<file path="src/rtl/axis_axil_master_pkg.sv">
// Shared definitions for the byte-stream to AXI4-Lite bridge: FSM states,
// command opcodes and the single-byte error status codes.
package axis_axil_master_pkg;

    typedef enum logic [2:0] {
        IDLE,
        ADDR,
        WDATA,
        WR,
        B,
        RD,
        R,
        RESP
    } state_t;

    localparam logic [7:0] OPC_WRITE      = 8'h01;
    localparam logic [7:0] OPC_READ       = 8'h02;
    localparam logic [7:0] STS_BAD_OPCODE = 8'hEE;
    localparam logic [7:0] STS_TIMEOUT    = 8'hFF;

endpackage

</file>
<file path="src/rtl/axis_axil_master.sv">
// Turns opcode/address/data command frames on an 8-bit AXI-Stream into single
// AXI4-Lite transactions and returns a status byte (plus read data) as a stream.
module axis_axil_master
    import axis_axil_master_pkg::*;
#(
    parameter int AXIL_ADDR_WIDTH = 32,
    parameter int AXIL_DATA_WIDTH = 32,
    parameter int TIMEOUT_CYCLES  = 1024
) (
    input  logic                         clk_i,
    input  logic                         arst_i,

    input  logic [7:0]                   s_axis_tdata,
    input  logic                         s_axis_tvalid,
    output logic                         s_axis_tready,
    input  logic                         s_axis_tlast,

    output logic [7:0]                   m_axis_tdata,
    output logic                         m_axis_tvalid,
    input  logic                         m_axis_tready,
    output logic                         m_axis_tlast,

    output logic [AXIL_ADDR_WIDTH-1:0]   m_axil_awaddr,
    output logic [2:0]                   m_axil_awprot,
    output logic                         m_axil_awvalid,
    input  logic                         m_axil_awready,
    output logic [AXIL_DATA_WIDTH-1:0]   m_axil_wdata,
    output logic [AXIL_DATA_WIDTH/8-1:0] m_axil_wstrb,
    output logic                         m_axil_wvalid,
    input  logic                         m_axil_wready,
    input  logic [1:0]                   m_axil_bresp,
    input  logic                         m_axil_bvalid,
    output logic                         m_axil_bready,
    output logic [AXIL_ADDR_WIDTH-1:0]   m_axil_araddr,
    output logic [2:0]                   m_axil_arprot,
    output logic                         m_axil_arvalid,
    input  logic                         m_axil_arready,
    input  logic [AXIL_DATA_WIDTH-1:0]   m_axil_rdata,
    input  logic [1:0]                   m_axil_rresp,
    input  logic                         m_axil_rvalid,
    output logic                         m_axil_rready
);

    localparam int AB      = AXIL_ADDR_WIDTH / 8;
    localparam int DB      = AXIL_DATA_WIDTH / 8;
    localparam int CNT_MAX = (AB > DB) ? AB : DB;
    localparam int CNT_W   = $clog2(CNT_MAX + 1);
    localparam int TMO_W   = $clog2(TIMEOUT_CYCLES + 1);

    state_t                       state;
    logic                         is_write;
    logic [CNT_W-1:0]             byte_cnt;
    logic [CNT_W-1:0]             resp_left;
    logic [TMO_W-1:0]             tmo_cnt;
    logic [AXIL_ADDR_WIDTH-1:0]   addr_sr;
    logic [AXIL_DATA_WIDTH-1:0]   data_sr;

    logic s_accept;
    logic tmo_hit;
    logic aw_done;
    logic w_done;
    logic unused_tlast;

    assign s_accept = s_axis_tvalid && s_axis_tready;
    assign tmo_hit  = (tmo_cnt == TMO_W'(TIMEOUT_CYCLES - 1));
    // A handshake landing on this edge counts as done, even on the expiry cycle.
    assign aw_done  = !m_axil_awvalid || m_axil_awready;
    assign w_done   = !m_axil_wvalid || m_axil_wready;

    assign m_axil_awaddr = addr_sr;
    assign m_axil_araddr = addr_sr;
    assign m_axil_wdata  = data_sr;
    assign m_axil_wstrb  = '1;
    assign m_axil_awprot = 3'b000;
    assign m_axil_arprot = 3'b000;
    assign unused_tlast  = s_axis_tlast;

    always_ff @(posedge clk_i or posedge arst_i) begin
        if (arst_i) begin
            state          <= IDLE;
            is_write       <= 1'b0;
            byte_cnt       <= '0;
            resp_left      <= '0;
            tmo_cnt        <= '0;
            addr_sr        <= '0;
            data_sr        <= '0;
            s_axis_tready  <= 1'b0;
            m_axis_tdata   <= '0;
            m_axis_tvalid  <= 1'b0;
            m_axis_tlast   <= 1'b0;
            m_axil_awvalid <= 1'b0;
            m_axil_wvalid  <= 1'b0;
            m_axil_bready  <= 1'b0;
            m_axil_arvalid <= 1'b0;
            m_axil_rready  <= 1'b0;
        end else begin
            // Every transition below overrides this with a clear.
            tmo_cnt <= tmo_hit ? tmo_cnt : tmo_cnt + 1'b1;

            unique case (state)
                IDLE: begin
                    s_axis_tready <= 1'b1;
                    if (s_accept) begin
                        tmo_cnt  <= '0;
                        byte_cnt <= '0;
                        if (s_axis_tdata == OPC_WRITE || s_axis_tdata == OPC_READ) begin
                            is_write <= (s_axis_tdata == OPC_WRITE);
                            state    <= ADDR;
                        end else begin
                            s_axis_tready <= 1'b0;
                            m_axis_tdata  <= STS_BAD_OPCODE;
                            m_axis_tvalid <= 1'b1;
                            m_axis_tlast  <= 1'b1;
                            resp_left     <= '0;
                            state         <= RESP;
                        end
                    end
                end

                ADDR: begin
                    if (s_accept) begin
                        addr_sr <= AXIL_ADDR_WIDTH'({addr_sr, s_axis_tdata});
                        if (byte_cnt == CNT_W'(AB - 1)) begin
                            byte_cnt <= '0;
                            tmo_cnt  <= '0;
                            if (is_write) begin
                                state <= WDATA;
                            end else begin
                                s_axis_tready  <= 1'b0;
                                m_axil_arvalid <= 1'b1;
                                state          <= RD;
                            end
                        end else begin
                            byte_cnt <= byte_cnt + 1'b1;
                        end
                    end
                end

                WDATA: begin
                    if (s_accept) begin
                        data_sr <= AXIL_DATA_WIDTH'({data_sr, s_axis_tdata});
                        if (byte_cnt == CNT_W'(DB - 1)) begin
                            byte_cnt       <= '0;
                            tmo_cnt        <= '0;
                            s_axis_tready  <= 1'b0;
                            m_axil_awvalid <= 1'b1;
                            m_axil_wvalid  <= 1'b1;
                            state          <= WR;
                        end else begin
                            byte_cnt <= byte_cnt + 1'b1;
                        end
                    end
                end

                WR: begin
                    if (m_axil_awvalid && m_axil_awready) m_axil_awvalid <= 1'b0;
                    if (m_axil_wvalid && m_axil_wready)   m_axil_wvalid  <= 1'b0;
                    if (aw_done && w_done) begin
                        tmo_cnt       <= '0;
                        m_axil_bready <= 1'b1;
                        state         <= B;
                    end else if (tmo_hit) begin
                        tmo_cnt        <= '0;
                        m_axil_awvalid <= 1'b0;
                        m_axil_wvalid  <= 1'b0;
                        m_axis_tdata   <= STS_TIMEOUT;
                        m_axis_tvalid  <= 1'b1;
                        m_axis_tlast   <= 1'b1;
                        resp_left      <= '0;
                        state          <= RESP;
                    end
                end

                B: begin
                    if (m_axil_bvalid) begin
                        tmo_cnt       <= '0;
                        m_axil_bready <= 1'b0;
                        m_axis_tdata  <= {6'b0, m_axil_bresp};
                        m_axis_tvalid <= 1'b1;
                        m_axis_tlast  <= 1'b1;
                        resp_left     <= '0;
                        state         <= RESP;
                    end else if (tmo_hit) begin
                        tmo_cnt       <= '0;
                        m_axil_bready <= 1'b0;
                        m_axis_tdata  <= STS_TIMEOUT;
                        m_axis_tvalid <= 1'b1;
                        m_axis_tlast  <= 1'b1;
                        resp_left     <= '0;
                        state         <= RESP;
                    end
                end

                RD: begin
                    if (m_axil_arready) begin
                        tmo_cnt        <= '0;
                        m_axil_arvalid <= 1'b0;
                        m_axil_rready  <= 1'b1;
                        state          <= R;
                    end else if (tmo_hit) begin
                        tmo_cnt        <= '0;
                        m_axil_arvalid <= 1'b0;
                        m_axis_tdata   <= STS_TIMEOUT;
                        m_axis_tvalid  <= 1'b1;
                        m_axis_tlast   <= 1'b1;
                        resp_left      <= '0;
                        state          <= RESP;
                    end
                end

                R: begin
                    if (m_axil_rvalid) begin
                        tmo_cnt       <= '0;
                        m_axil_rready <= 1'b0;
                        data_sr       <= m_axil_rdata;
                        m_axis_tdata  <= {6'b0, m_axil_rresp};
                        m_axis_tvalid <= 1'b1;
                        m_axis_tlast  <= 1'b0;
                        resp_left     <= CNT_W'(DB);
                        state         <= RESP;
                    end else if (tmo_hit) begin
                        tmo_cnt       <= '0;
                        m_axil_rready <= 1'b0;
                        m_axis_tdata  <= STS_TIMEOUT;
                        m_axis_tvalid <= 1'b1;
                        m_axis_tlast  <= 1'b1;
                        resp_left     <= '0;
                        state         <= RESP;
                    end
                end

                RESP: begin
                    if (m_axis_tvalid && m_axis_tready) begin
                        if (resp_left == '0) begin
                            tmo_cnt       <= '0;
                            m_axis_tvalid <= 1'b0;
                            m_axis_tlast  <= 1'b0;
                            s_axis_tready <= 1'b1;
                            state         <= IDLE;
                        end else begin
                            m_axis_tdata <= data_sr[AXIL_DATA_WIDTH-1 -: 8];
                            data_sr      <= data_sr << 8;
                            resp_left    <= resp_left - 1'b1;
                            m_axis_tlast <= (resp_left == CNT_W'(1));
                        end
                    end
                end

                default: state <= IDLE;
            endcase
        end
    end

endmodule

</file>
<file path="config.mk">
export PLATFORM = sky130hd
export DESIGN_NAME = axis_axil_master
export DESIGN_NICKNAME = d
export VERILOG_FILES = /design/src/rtl/axis_axil_master_pkg.sv /design/src/rtl/axis_axil_master.sv
export SDC_FILE = /design/constraint.sdc
export NUM_CORES = 1
export LEC_CHECK = 0
export ABC_AREA = 0
export CAP_MARGIN = 20
export CORE_ASPECT_RATIO = 2
export CORE_UTILIZATION = 30
export DETAILED_ROUTE_END_ITERATION = 8
export PLACE_DENSITY = 0.61
export SLEW_MARGIN = 20
export SYNTH_ARGS = -nofsm -noshare
export SYNTH_HDL_FRONTEND = slang
export SYNTH_SLANG_ARGS = --single-unit
</file>
<file path="constraint.sdc">
create_clock -name clk_i -period 3.7 [get_ports clk_i]
set_clock_uncertainty 0.2 [all_clocks]
set_input_delay 0.74 -clock clk_i [delete_from_list [all_inputs] [get_ports clk_i]]
set_output_delay 0.74 -clock clk_i [all_outputs]
set_load 0.01 [all_outputs]
</file>
==> results.yml, run 1 <==
status:
  status: "finished clean"
critical_path:
  critPathLaunch: "m_axil_rvalid"
  path_class: "in -> reg"
  reg2reg_from: "state[0]$_DFFE_PP0P_"
  arrival_ns: 2.67
  worst_setup_path_end_kind: "register"
  timing.critical_path.required_ns: 3.77
  start_kind: "primary input"
  critical_path_peak_fanout: 64
placement:
  place_congestion: 0.823
  port_buffers: 164
  postPlaceCellArea_sq_um: 7160
  dp_hpwl_mm: 12.1
finish:
  ant_cells: 0
  synthToLayoutAreaGrowth_pct: 33.3
  final_net_count: 725
  share_of_final_layout_standard_cells_stronger_than_drive_strength_1: 0.134
  layout.cell_area.non_filler_sq_um: 7520
  final.fill_count: 1761
routing:
  wirelength_mm: 15.9
  viasPerCell: 5.12
  drt_pre_antenna_iters: 5
  postRouteAntennaNets: 0
  total_via_count_in_the_routed_design: 4539
  dr.first_iter.drc_count: 261
  wire_per_inst_um: 18.0
  drc_errors: 0
yosys:
  yosys_register_bits: 101
  synthMuxAreaShare: 0.110
  ys_async_sr_fraction: 1.00
  synth_top_family_by_area: "compound AO/OA/AOI/OAI gates"
  synth_compound_gate_area_share: 0.176
  avgSynthCellArea_sq_um: 10.4
  synth_fa_ha_area_frac: 0.0133
  synth_xor_xnor_area_share: 0.0155
  yosys_most_used_dff: "dfrtp_1"
  synth-edff-count: 0
  ys_seq_area_frac: 0.448
  yosys_warnings: 0
  post_synth_num_cell_types: 70
  area_of_the_mapped_netlist_sq_um: 5640
  post_synth_and_or_nand_nor_area_fraction: 0.133
  syn-instance-count: 541
power:
  power.density_cell_area_nw_per_um2: 855
  ir_drop_mv: 0.445
  post-layout-total-power_mw: 6.43
  power_leakage_nw: 3.10
cts:
  clk_transition_reported_paths_ns: 0.07
  cts_tree: "yes"
  ctsResizeCount: 0
  cts_buffers: 9
  clock_sinks: 101
  max-clock-path-buffers: 2
  root_buffer: "clkbuf_16"
  htree_levels: 3
  postCtsHoldBufs: 0
  clk-insertion-delay-late_ns: 0.35
  post_cts.repair.setup_buffers: 0
die:
  rows: 70
  core-area_sq_um: 18300
  initial_utilization: 0.308
  dieArea_sq_um: 19400
  io_pins: 176
  floorplan.die.height_um: 196
  fp.dieW_um: 99.0
grt:
  groute.usage.overall: 0.168
  grt_first_pass_wirelength_mm: 25.5
  grt_max_degree: 65
  grt_remaining_overflow: 0
  first_global_vias: 4760
  grt_antenna_before_repair: 0
timing:
  drv_slew: 0
  final_period_minus_worst_setup_slack_ns: 2.60
  timing.fmax_ghz: 0.384
  timing_worst_slew_pin_value_ns: 0.609
  final-hold-violation-count: 0
  rsz_0062_raised_after_global_routing: "false"
  layout_worst_path_cycle_share: 0.704
  tns_ns: 0
  timing.slew.headroom: 0.594
  setup_violations: 0
hold_path:
  holdCritStartpoint: "byte_cnt[1]$_DFFE_PP0P_"
  worst_hold_path_type: "reg -> reg"
flow_run:
  drv_cap: 0
-- stage by stage --
stage / util / hold WS (ns) / setup slack (ns) / instances
after global placement: 0.391 / 0.284 / 0.790 / 870
after global routing: 0.411 / 0.317 / 0.915 / 886
after detailed placement: 0.391 / 0.298 / 0.752 / 870
after CTS: 0.411 / 0.313 / 1.10 / 886
after floorplan: - / 0.266 / 0.113 / 549
final: 0.411 / 0.302 / 1.10 / 886
-- final cells by class --
| cell class | instances | area, sq um | share of cell area |
|---|---|---|---|
| clock buffers | 13 | 270 | 0.0360 |
| clock inverters | 3 | 90.1 | 0.0120 |
| well taps | 216 | 270 | 0.0360 |
| repair buffers | 175 | 1740 | 0.231 |
| inverters | 15 | 61.3 | 0.00816 |
| flip-flops and latches | 101 | 2530 | 0.336 |
| multi-input cells | 363 | 2560 | 0.341 |
-- routing by layer --
layer / track usage / up-vias / part of all wire
met5: 0 / - / 0
met4: 0.0708 / 0 / 0.022
met3: 0.0253 / 17 / 0.043
met1: 0.178 / 2215 / 0.36
li1: - / 2148 / -
met2: 0.323 / 159 / 0.58
-- final timing paths --
kind	to	slack, ns	cells past startpoint
worst max-delay path	m_axil_wdata[31]$_DFFE_PP0P_	1.10	7
worst min register to register	byte_cnt[1]$_DFFE_PP0P_	0.30	1
worst min-delay path	byte_cnt[1]$_DFFE_PP0P_	0.30	1
worst max register to register	m_axil_wdata[31]$_DFFE_PP0P_	1.24	6
min in group asynchronous	m_axil_araddr[31]$_DFFE_PP0P_	0.61	2
max in group asynchronous	m_axil_wdata[12]$_DFFE_PP0P_	2.03	3
-- state kept, by name (all words and copies together) (netlist names) --
name / count
resp_left: 3
m_axil_bready: 1
is_write: 1
byte_cnt: 3
m_axil_wvalid: 1
state: 3
m_axil_wdata: 32
m_axil_araddr: 32
m_axis_tlast: 1
m_axil_awvalid: 1
m_axil_arvalid: 1
m_axis_tdata: 8
m_axil_rready: 1
s_axis_tready: 1
tmo_cnt: 11
m_axis_tvalid: 1
-- power by group --
group | internal [mW] | total (mW) | switching, mW
Clock | 0.717 | 1.13 | 0.412
Sequential | 1.52 | 1.92 | 0.409
Combinational | 1.64 | 3.37 | 1.73
-- cells in the final DEF, fill, tap and decap left out, types with 3 or more instances in the layout --
cell,n
o211ai_1,3
bufinv_16,3
a211o_1,3
nor2b_1,4
nand2_1,27
xnor2_1,6
inv_1,13
clkbuf_8,3
a32o_1,6
ha_1,6
clkdlybuf4s50_1,164
nor2_1,51
buf_4,10
o21ai_0,17
nand4_1,4
nor3_1,5
a21oi_1,61
a22oi_1,8
o21ai_1,3
a41oi_1,3
mux2i_1,25
nor3b_1,4
and3_1,4
o21ai_2,3
xor2_1,4
dfrtp_1,101
a32oi_1,3
a31oi_1,10
conb_1,10
nand3_1,6
a21oi_2,3
clkbuf_16,9
mux2_2,33
-- synth_stat cells (8+ instances only) --
| cell type | n | area [sq um] |
|---|---|---|
| buf_4 | 50 | 375 |
| a21oi_1 | 61 | 305 |
| buf_6 | 8 | 90.1 |
| a22oi_1 | 8 | 60.1 |
| a31oi_1 | 10 | 62.6 |
| buf_2 | 10 | 50.1 |
| mux2i_1 | 25 | 250 |
| nand2_1 | 27 | 101 |
| o21ai_0 | 17 | 85.1 |
| dfrtp_1 | 101 | 2530 |
| nor2_1 | 51 | 191 |
| mux2_2 | 33 | 372 |
| inv_1 | 14 | 52.6 |
-- critical path: stages --
cell and delay [ns]:
clkdlybuf4s50_1 0.63, nor2b_1 0.24, a41oi_1 0.11, a21oi_4 0.18
buf_4 0.51, nor2_1 0.08, a21oi_1 0.15
-- cells by family after synthesis --
family          count (synthesis)
compound gates                146
xor+xnor                       10
fa+ha+maj                       6
buf+inv                        85
flops                         101
mux                            58
other cells                     2
simple gates                  133
No activity file was read; power rests on OpenSTA's default activity.
==> run 2, diff against run 1 <==
==> constraint.sdc (replaced) <==
create_clock -name clk_i -period 2.11 [get_ports clk_i]
set_clock_uncertainty 0.2 [all_clocks]
set_input_delay 0.422 -clock clk_i [delete_from_list [all_inputs] [get_ports clk_i]]
set_output_delay 0.422 -clock clk_i [all_outputs]
set_load 0.01 [all_outputs]
==> results.yml, run 2 (same netlist as run 1, synthesis figures left out) <==
die:
  core-area_sq_um: 18300
  fp.dieW_um: 99.0
  floorplan.die.height_um: 196
  initial_utilization: 0.308
  dieArea_sq_um: 19400
  io_pins: 176
  rows: 70
critical_path:
  r2r_slack_ns: 0.05
  logic_depth_of_the_worst_setup_path_including_buffers: 6
  path_class: "reg -> reg"
  worst_path_max_delay_cell: "dfrtp_1"
  worst_setup_path_end_kind: "register"
  critical_path_cell_by_cell: "ha_1 > and4b_1 > o32ai_4 > buf_4 > a21oi_1 > a22o_1"
  reg2reg_from: "byte_cnt[0]$_DFFE_PP0P_"
  start_kind: "register"
  timing.critical_path.slowest_cell_delay_ns: 0.41
  r2r.worst_path.cells: 6
  critical_path.n_buffers_inverters: 1
  critical_path_peak_fanout: 8
  critical-path-top-delay-family: "compound AO/OA/AOI/OAI gates"
  arrival_ns: 2.11
  critical_path.reg2reg.endpoint: "state[0]$_DFFE_PP0P_"
  timing.critical_path.required_ns: 2.16
power:
  ir_drop_mv: 0.614
  power.density_cell_area_nw_per_um2: 1480
  power_leakage_nw: 3.43
finish:
  final_cells: 947
  synthToLayoutAreaGrowth_pct: 43.4
  ant_cells: 0
  share_of_final_layout_standard_cells_stronger_than_drive_strength_1: 0.219
  layout.cell_area.non_filler_sq_um: 8090
  most-common-layout-cells: "clkdlybuf4s50_1 (164), dfrtp_1 (99), buf_4 (61)"
  final.fill_count: 1746
  final_common_cell: "clkdlybuf4s50_1"
  final_net_count: 787
placement:
  place_congestion: 0.911
  postPlaceCellArea_sq_um: 7620
  post-place-cells: 923
  preCtsSetupSlack_ns: -0.360
  port_buffers: 164
  dp_hpwl_mm: 12.9
cts:
  cts_tree: "yes"
  max-clock-path-buffers: 2
  clk-insertion-delay-late_ns: 0.36
  htree_levels: 3
  postCtsHoldBufs: 0
  clk_transition_reported_paths_ns: 0.07
  root_buffer: "clkbuf_16"
  cts_buffers: 9
  clock_sinks: 101
routing:
  wire_per_inst_um: 18.3
  total_via_count_in_the_routed_design: 4854
  dr.first_iter.drc_count: 212
  drt_pre_antenna_iters: 5
  wirelength_mm: 17.3
  drc_errors: 0
  postRouteAntennaNets: 0
  viasPerCell: 5.13
timing:
  tns_ns: 0
  final-hold-violation-count: 0
  drv_slew: 0
  final_period_minus_worst_setup_slack_ns: 2.06
  rsz_0062_raised_after_global_routing: "true"
  setup_violations: 0
  finalWorstSetupSlack_ns: 0.0517
  layout_worst_path_cycle_share: 0.975
  timing.fmax_ghz: 0.486
hold_path:
  worst_hold_path_type: "reg -> reg"
  min_delay_worst_endpoint: "m_axil_rready$_DFFE_PP0P_"
  holdCritStartpoint: "m_axil_rready$_DFFE_PP0P_"
  min_delay_path_depth: 1
flow_run:
  drv_cap: 0
status:
  status: "finished clean"
grt:
  grt_remaining_overflow: 0
  groute.usage.overall: 0.176
  grt_antenna_before_repair: 0
  grt_max_degree: 65
  first_global_vias: 5039
  grt_first_pass_wirelength_mm: 26.5
## run 2: per-stage QoR
step                      power, mW  hold slack, ns  utilization
after global placement         9.78           0.284        0.416
final                          12.0           0.298        0.442
after floorplan                7.13           0.266            -
after global routing           12.7           0.319        0.442
after CTS                      11.7           0.307        0.433
after detailed placement       9.93           0.289        0.416
## run 2: final cells by class
| type | instances | area [sq um] | area share |
|---|---|---|---|
| well taps | 216 | 270 | 0.0334 |
| clock inverters | 5 | 60.1 | 0.00743 |
| repair buffers | 237 | 2320 | 0.287 |
| clock buffers | 10 | 239 | 0.0295 |
| inverters | 15 | 62.6 | 0.00774 |
| multi-input cells | 363 | 2600 | 0.322 |
| flip-flops and latches | 101 | 2530 | 0.313 |
## run 2: repair_timing
action	in CTS	in global routing
gates resized for setup	0	13
buffers inserted	0	6
endpoints found under the setup margin	0	55
endpoints found under the hold margin	0	0
## run 2: worst max-delay path by stage
stage	to	slack, ns	from
after global routing	tmo_cnt[2]$_DFF_PP0_	-0.03	state[0]$_DFFE_PP0P_
after detailed placement	m_axis_tdata[2]$_DFFE_PP0P_	-0.36	s_axis_tdata[2]
after floorplan	tmo_cnt[0]$_DFF_PP0_	0.19	tmo_cnt[0]$_DFF_PP0_
after global placement	m_axis_tdata[4]$_DFFE_PP0P_	-0.30	s_axis_tdata[2]
final	state[0]$_DFFE_PP0P_	0.05	byte_cnt[0]$_DFFE_PP0P_
after CTS	m_axis_tdata[2]$_DFFE_PP0P_	0.0007	s_axis_tdata[2]
## run 2: per-layer routing
metal | track usage | vias to the layer above | share of wire
met2 | 0.330 | 155 | 0.56
li1 | - | 2270 | -
met1 | 0.181 | 2392 | 0.36
met4 | 0.0912 | 0 | 0.035
met3 | 0.0328 | 37 | 0.044
met5 | 0 | - | 0
## run 2: where the power goes
group,internal (mW),switching (mW),total [mW]
Sequential,2.66,0.718,3.38
Combinational,3.58,3.30,6.88
Clock,0.950,0.752,1.70
